===== src/rtl/dac_spi_tx_pkg.sv =====
// dac_spi_tx_pkg: shared state encodings, power-down codes and frame defaults
package dac_spi_tx_pkg;
  localparam int DATA_W_DEF = 12;
  localparam int FRAME_W_DEF = 16;
  typedef enum logic [1:0] {
    IDLE  = 2'd0,
    SETUP = 2'd1,
    SHIFT = 2'd2,
    HOLD  = 2'd3
  } state_t;
  typedef enum logic [1:0] {
    PD_NORMAL = 2'b00,
    PD_1K     = 2'b01,
    PD_100K   = 2'b10,
    PD_HIZ    = 2'b11
  } power_t;
endpackage


===== src/rtl/dac_spi_if.sv =====
// dac_spi_if: sample strobe from the voice mux plus the SPI pins and status of dac_spi_tx
interface dac_spi_if import dac_spi_tx_pkg::*; #(
  parameter int DATA_W = DATA_W_DEF
);
  logic load;
  logic [DATA_W-1:0] sample;
  power_t power_state;
  logic sclk;
  logic mosi;
  logic csb;
  logic busy;
  logic done;
  logic [7:0] overrun_cnt;
  modport master (
    output load, sample, power_state,
    input sclk, mosi, csb, busy, done, overrun_cnt
  );
  modport slave (
    input load, sample, power_state,
    output sclk, mosi, csb, busy, done, overrun_cnt
  );
endinterface


===== src/rtl/dac_spi_tick.sv =====
// dac_spi_tick: one-cycle strobe on the last clk of every SCLK half-period
module dac_spi_tick #(
  parameter int CLK_DIV = 1
) (
  input  logic clk,
  input  logic rst,
  input  logic clr,
  output logic tick
);
  logic [7:0] cnt;
  assign tick = !clr && cnt == 8'd0;
  // Reload on clear or at each boundary so every half-period lasts CLK_DIV cycles
  always_ff @(posedge clk) begin
    cnt <= (rst || clr || cnt == 8'd0) ? 8'(CLK_DIV - 1) : cnt - 8'd1;
  end
endmodule


===== src/rtl/dac_spi_tx.sv =====
// dac_spi_tx: serializes each DAC sample into a 16-bit SPI frame {00, power_state, sample}
module dac_spi_tx import dac_spi_tx_pkg::*; #(
  parameter int DATA_W = DATA_W_DEF,
  parameter int FRAME_W = FRAME_W_DEF,
  parameter int CLK_DIV = 1,
  parameter int CSB_HIGH = 1
) (
  input logic clk,
  input logic rst,
  dac_spi_if.slave bus
);
  localparam int HW = $clog2(CSB_HIGH + 1);
  state_t state;
  logic tick;
  logic [FRAME_W-1:0] sh;
  logic [4:0] bit_cnt;
  logic [HW-1:0] hold_cnt;
  dac_spi_tick #(.CLK_DIV(CLK_DIV)) u_tick (
    .clk(clk),
    .rst(rst),
    .clr(state == IDLE || state == HOLD),
    .tick(tick)
  );
  // Frame sequencer: every pin is registered together with the state it belongs to
  always_ff @(posedge clk) begin
    if (rst) begin
      state <= IDLE;
      sh <= '0;
      bit_cnt <= '0;
      hold_cnt <= '0;
      bus.csb <= 1'b1;
      bus.sclk <= 1'b1;
      bus.mosi <= 1'b0;
      bus.busy <= 1'b0;
      bus.done <= 1'b0;
      bus.overrun_cnt <= '0;
    end else begin
      bus.done <= 1'b0;
      if (bus.load && state != IDLE && bus.overrun_cnt != 8'hFF)
        bus.overrun_cnt <= bus.overrun_cnt + 8'd1;
      case (state)
        IDLE: if (bus.load) begin
          state <= SETUP;
          sh <= {2'b00, bus.power_state, bus.sample};
          bus.mosi <= 1'b0;
          bus.csb <= 1'b0;
          bus.busy <= 1'b1;
        end
        SETUP: if (tick) begin
          state <= SHIFT;
          bus.sclk <= 1'b0;
          bit_cnt <= '0;
        end
        SHIFT: if (tick) begin
          if (bit_cnt == 5'd31) begin
            state <= HOLD;
            bit_cnt <= '0;
            hold_cnt <= HW'(CSB_HIGH - 1);
            bus.csb <= 1'b1;
            bus.sclk <= 1'b1;
            bus.mosi <= 1'b0;
            bus.done <= 1'b1;
          end else begin
            bit_cnt <= bit_cnt + 5'd1;
            bus.sclk <= ~bit_cnt[0];
            if (!bit_cnt[0] && bit_cnt != 5'd30) begin
              bus.mosi <= sh[FRAME_W-2];
              sh <= sh << 1;
            end
          end
        end
        HOLD: if (hold_cnt == '0) begin
          state <= IDLE;
          bus.busy <= 1'b0;
        end else begin
          hold_cnt <= hold_cnt - HW'(1);
        end
        default: state <= IDLE;
      endcase
    end
  end
endmodule


===== src/flat_wrapper.sv =====
// flat-port wrapper written by rule: the top's interface ports become plain ports
module dac_spi_tx_flat import dac_spi_tx_pkg::*;
#(
  parameter int DATA_W = DATA_W_DEF,
  parameter int FRAME_W = FRAME_W_DEF,
  parameter int CLK_DIV = 1,
  parameter int CSB_HIGH = 1
)
  (clk, rst, bus_load, bus_sample, bus_power_state, bus_sclk, bus_mosi, bus_csb, bus_busy, bus_done, bus_overrun_cnt);
  dac_spi_if #(.DATA_W(DATA_W)) bus_i ();
  input logic clk;
  input logic rst;
  input wire logic [$bits(bus_i.load)-1:0] bus_load;
  input wire logic [$bits(bus_i.sample)-1:0] bus_sample;
  input wire logic [$bits(bus_i.power_state)-1:0] bus_power_state;
  output wire logic [$bits(bus_i.sclk)-1:0] bus_sclk;
  output wire logic [$bits(bus_i.mosi)-1:0] bus_mosi;
  output wire logic [$bits(bus_i.csb)-1:0] bus_csb;
  output wire logic [$bits(bus_i.busy)-1:0] bus_busy;
  output wire logic [$bits(bus_i.done)-1:0] bus_done;
  output wire logic [$bits(bus_i.overrun_cnt)-1:0] bus_overrun_cnt;
  assign bus_i.load = bus_load;
  assign bus_i.sample = bus_sample;
  assign bus_i.power_state = bus_power_state;
  assign bus_sclk = bus_i.sclk;
  assign bus_mosi = bus_i.mosi;
  assign bus_csb = bus_i.csb;
  assign bus_busy = bus_i.busy;
  assign bus_done = bus_i.done;
  assign bus_overrun_cnt = bus_i.overrun_cnt;
  dac_spi_tx #(.DATA_W(DATA_W), .FRAME_W(FRAME_W), .CLK_DIV(CLK_DIV), .CSB_HIGH(CSB_HIGH)) u_core (.clk(clk), .rst(rst), .bus(bus_i));
endmodule

===== config.mk =====
export PLATFORM = sky130hd
export DESIGN_NAME = dac_spi_tx_flat
export DESIGN_NICKNAME = d
export VERILOG_FILES = /design/src/rtl/dac_spi_tx_pkg.sv /design/src/rtl/dac_spi_if.sv /design/src/rtl/dac_spi_tick.sv /design/src/rtl/dac_spi_tx.sv /design/src/flat_wrapper.sv
export SDC_FILE = /design/constraint.sdc
export NUM_CORES = 1
export LEC_CHECK = 0
export ABC_CLOCK_PERIOD_IN_PS = 2200
export CAP_MARGIN = 25
export CELL_PAD_IN_SITES_DETAIL_PLACEMENT = 0
export CELL_PAD_IN_SITES_GLOBAL_PLACEMENT = 1
export CORE_UTILIZATION = 36
export CTS_CLUSTER_SIZE = 28
export DETAILED_ROUTE_END_ITERATION = 8
export MAX_ROUTING_LAYER = met4
export PLACE_DENSITY = 0.81
export SYNTH_ARGS = -nofsm -noshare
export SYNTH_HDL_FRONTEND = slang
export SYNTH_SLANG_ARGS = --single-unit

===== constraint.sdc =====
create_clock -name clk -period 2.2 [get_ports clk]
set_input_delay 0.33 -clock clk [delete_from_list [all_inputs] [get_ports clk]]
set_output_delay 0.33 -clock clk [all_outputs]
set_load 0.01 [all_outputs]

==> impl_metrics.py <==
metrics = {
    "sta": {
        "fin_skew_ns": 0.008498,
        "finalMaxSlewViolations": 0,
        "finalSetupTns_ns": 0,
        "maxSlewHeadroom_pct": 64.61,
        "hold_violations": 0,
        "period_minus_slack_ns": 2.115,
        "setup_violations": 0,
        "fin_ws_ns": 0.08496,
        "max_freq_mhz": 472.8,
        "rsz0062_at_grt": "no",
        "final.period_utilization_pct": 96.14,
        "worst_pin_slew_ns": 0.5260,
    },
    "layout": {
        "diodes": 0,
        "fin_nets": 301,
        "area_growth_syn_to_layout_pct": 31.90,
        "layout_common_cells": "nor2_1, dfxtp_1, clkdlybuf4s50_1",
        "final_common_cell": "nor2_1",
        "fin_cells": 348,
        "nFillCells": 546,
        "design_area_um2": 2685,
        "final_layout_size_suffix_gt1_share_pct": 20.65,
    },
    "synthesis": {
        "syn_area_per_cell_um2": 9.008,
        "synth_warnings": 0,
        "yosysUniqueCellTypes": 48,
        "synth_seq_area_share_pct": 42.29,
        "syn_area_um2": 2036,
        "synth_cells": 226,
        "synth_nets": 252,
        "ys_seq_elements": 43,
    },
    "floorplanning": {
        "pin_count": 30,
        "die_h_um": 77.20,
        "die_width_um": 77.20,
        "dieArea_um2": 5959,
        "rows": 27,
        "initial_utilization_pct": 37.20,
        "core_area_um2": 5473,
    },
    "worst_setup_path": {
        "path_class": "reg -> reg",
        "critPathLaunchType": "flop",
        "crit_fanout": 13,
        "required_ns": 2.45,
        "r2r_setup_slack_ns": 0.08,
        "end_kind": "flop",
        "reg2reg_to": "u_core.sh[11]$_SDFFE_PP0P_",
        "worst-r2r-cell-count": 7,
        "worst_ep_arrival_time_ns": 2.36,
        "r2r_start": "u_core.state[1]$_SDFFE_PP0P_",
    },
    "placement": {
        "place_area_um2": 2566,
        "place_congestion": 0.7843,
        "hpwl_um": 3143,
        "dp_cells": 340,
        "pre_cts_ws_ns": 0.04299,
        "port_buffers": 29,
    },
    "drt": {
        "vias": 1769,
        "route.detailed.drc": 0,
        "routed_via_density": 5.083,
        "antenna_left": 0,
        "routed_wl_um": 4446,
        "wl_per_cell_um": 12.78,
        "drt_iter0_drc": 101,
        "firstDrtPassIters": 4,
    },
    "global_route": {
        "grt_usage_pct": 16.89,
        "antenna_found_initial": 0,
        "grt_pass1_vias": 1801,
        "grt_overflow": 0,
        "grt_first_pass_wirelength_um": 7928,
        "grt_max_degree": 33,
    },
    "run_status": {
        "status": "complete, no violations",
    },
    "cts": {
        "cts_buffer_depth": 2,
        "h-tree-depth": 2,
        "cts_buffers": 5,
        "clock_latency_ns": 0.30,
        "clock_sinks": 43,
        "cts_tree": "done",
        "clk_pin_slew_worst_paths_ns": 0.09,
        "post_cts_buffers": 0,
        "cts_root_buf": "clkbuf_8",
    },
    "worst_hold_path": {
        "min_from": "u_core.bus.csb$_SDFFE_PP1P_",
        "hold-path-cell-count": 2,
        "hp-class": "reg -> reg",
        "hold_path_end": "u_core.bus.csb$_SDFFE_PP1P_",
    },
    "power": {
        "power.density_nw_per_um2": 910.4,
        "peakVddDrop_uv": 300.1,
        "p_leak_nw": 1.101,
    },
    "job": {
        "drv_cap": 0,
    },
}
worst max-delay path, stage by stage (launching register included):
cell     delay [ns]
dfxtp_2        0.35
inv_2          0.05
ha_4           0.25
or4bb_4        0.48
or4_4          0.46
a21oi_4        0.16
buf_12         0.14
o221a_2        0.19
flip-flops by register name (all words and copies together) (netlist names):
signal and count:
u_core.u_tick.cnt 8, u_core.bus.mosi 1, u_core.bit_cnt 5, u_core.state 2, u_core.bus.sclk 1, u_core.bus.csb 1, u_core.bus.busy 1, u_core.bus.done 1
u_core.bus.overrun_cnt 8, u_core.sh 15
worst max-delay path by stage:
stage / from / end / cells past startpoint
finish: u_core.state[1]$_SDFFE_PP0P_ / u_core.sh[11]$_SDFFE_PP0P_ / 7
global route: u_core.state[1]$_SDFFE_PP0P_ / u_core.sh[11]$_SDFFE_PP0P_ / 7
CTS: u_core.state[1]$_SDFFE_PP0P_ / u_core.sh[11]$_SDFFE_PP0P_ / 7
detailed placement: u_core.state[1]$_SDFFE_PP0P_ / u_core.sh[5]$_SDFFE_PP0P_ / 7
global placement: u_core.state[0]$_SDFFE_PP0P_ / u_core.sh[4]$_SDFFE_PP0P_ / 7
floorplan: u_core.state[0]$_SDFFE_PP0P_ / u_core.sh[10]$_SDFFE_PP0P_ / 7
cell type report:
class                   instances  area (um^2)  area share [%]
repair buffers                 51        467.9           17.43
inverters                       7        26.28          0.9786
clock buffers                   5        68.82           2.563
well taps                      72        90.09           3.355
multi-input cells             167         1145           42.64
flip-flops and latches         43        863.3           32.15
clock inverters                 3        23.77          0.8854
cells by family after synthesis:
| kind of cell | share of synthesized area, % |
|---|---|
| muxes | 1.967 |
| DFF | 42.29 |
| adders and majority gates | 5.532 |
| AOI/OAI and AO/OA | 19.12 |
| and+or+nand+nor | 24.71 |
| buffers and inverters | 3.381 |
| xor gates and xnor gates | 3.012 |
where the power goes:
group / switching [W] / internal (W) / total, W
sequential: 0.0000740 / 0.000903 / 0.000977
clock: 0.000288 / 0.000227 / 0.000515
combinational: 0.000460 / 0.000492 / 0.000952
per-layer routing:
layer  GRT usage, %  vias to the layer above  wire [um]
met5              -                        -          0
met4          4.717                        0         48
met3          3.810                        5        121
met2          27.17                       23       1966
met1          21.14                      822       2310
li1               -                      919          -
synthesized netlist by cell type (all sizes together):
| cell | n | area [um^2] |
|---|---|---|
| clkbuf | 7 | 26.28 |
| inv | 7 | 26.28 |
| o221a | 13 | 146.4 |
| ha | 9 | 112.6 |
| and4 | 1 | 8.760 |
| nand2b | 4 | 25.02 |
| nand4 | 3 | 18.77 |
| nand2 | 15 | 56.30 |
| o41ai | 1 | 8.760 |
| and3 | 1 | 6.260 |
| a22oi | 1 | 7.510 |
| a21oi | 12 | 71.32 |
| a211o | 1 | 8.760 |
| o21ai | 2 | 10.01 |
| nor4 | 3 | 25.02 |
| nor2 | 47 | 176.4 |
| and4b | 1 | 10.01 |
| dfxtp | 43 | 860.8 |
| a311oi | 1 | 8.760 |
| nand3b | 1 | 7.510 |
| xnor2 | 4 | 35.03 |
| or4 | 6 | 52.55 |
| a32oi | 2 | 17.52 |
| nor2b | 3 | 18.77 |
| o31ai | 2 | 15.01 |
| a41o | 1 | 10.01 |
| nor3b | 1 | 7.510 |
| mux2i | 4 | 40.04 |
| xor2 | 3 | 26.28 |
| o211a | 1 | 10.01 |
| or4bb | 1 | 11.26 |
| nand3 | 7 | 35.03 |
| a31oi | 2 | 12.51 |
| or3 | 1 | 6.260 |
| o311ai | 2 | 17.52 |
| and2 | 1 | 6.260 |
| a211oi | 3 | 22.52 |
| o21a | 1 | 7.510 |
| nor4bb | 1 | 10.01 |
| buf | 2 | 16.26 |
| or2 | 2 | 12.51 |
| and3b | 1 | 8.760 |
| a21boi | 2 | 15.01 |
per-stage QoR:
stage	utilization, %	power (W)	hold slack, ns
floorplan	-	0.001569	0.4327
global placement	46.89	0.001891	0.4372
detailed placement	46.89	0.001908	0.4464
CTS	48.58	0.002429	0.4669
global route	49.06	0.002623	0.4993
finish	49.06	0.002445	0.4621
timing repair:
item / CTS / global route
hold buffers: 0 / 0
gates resized for setup: 0 / 7
setup endpoints to repair: 0 / 16
(Power assumes the default switching activity.)
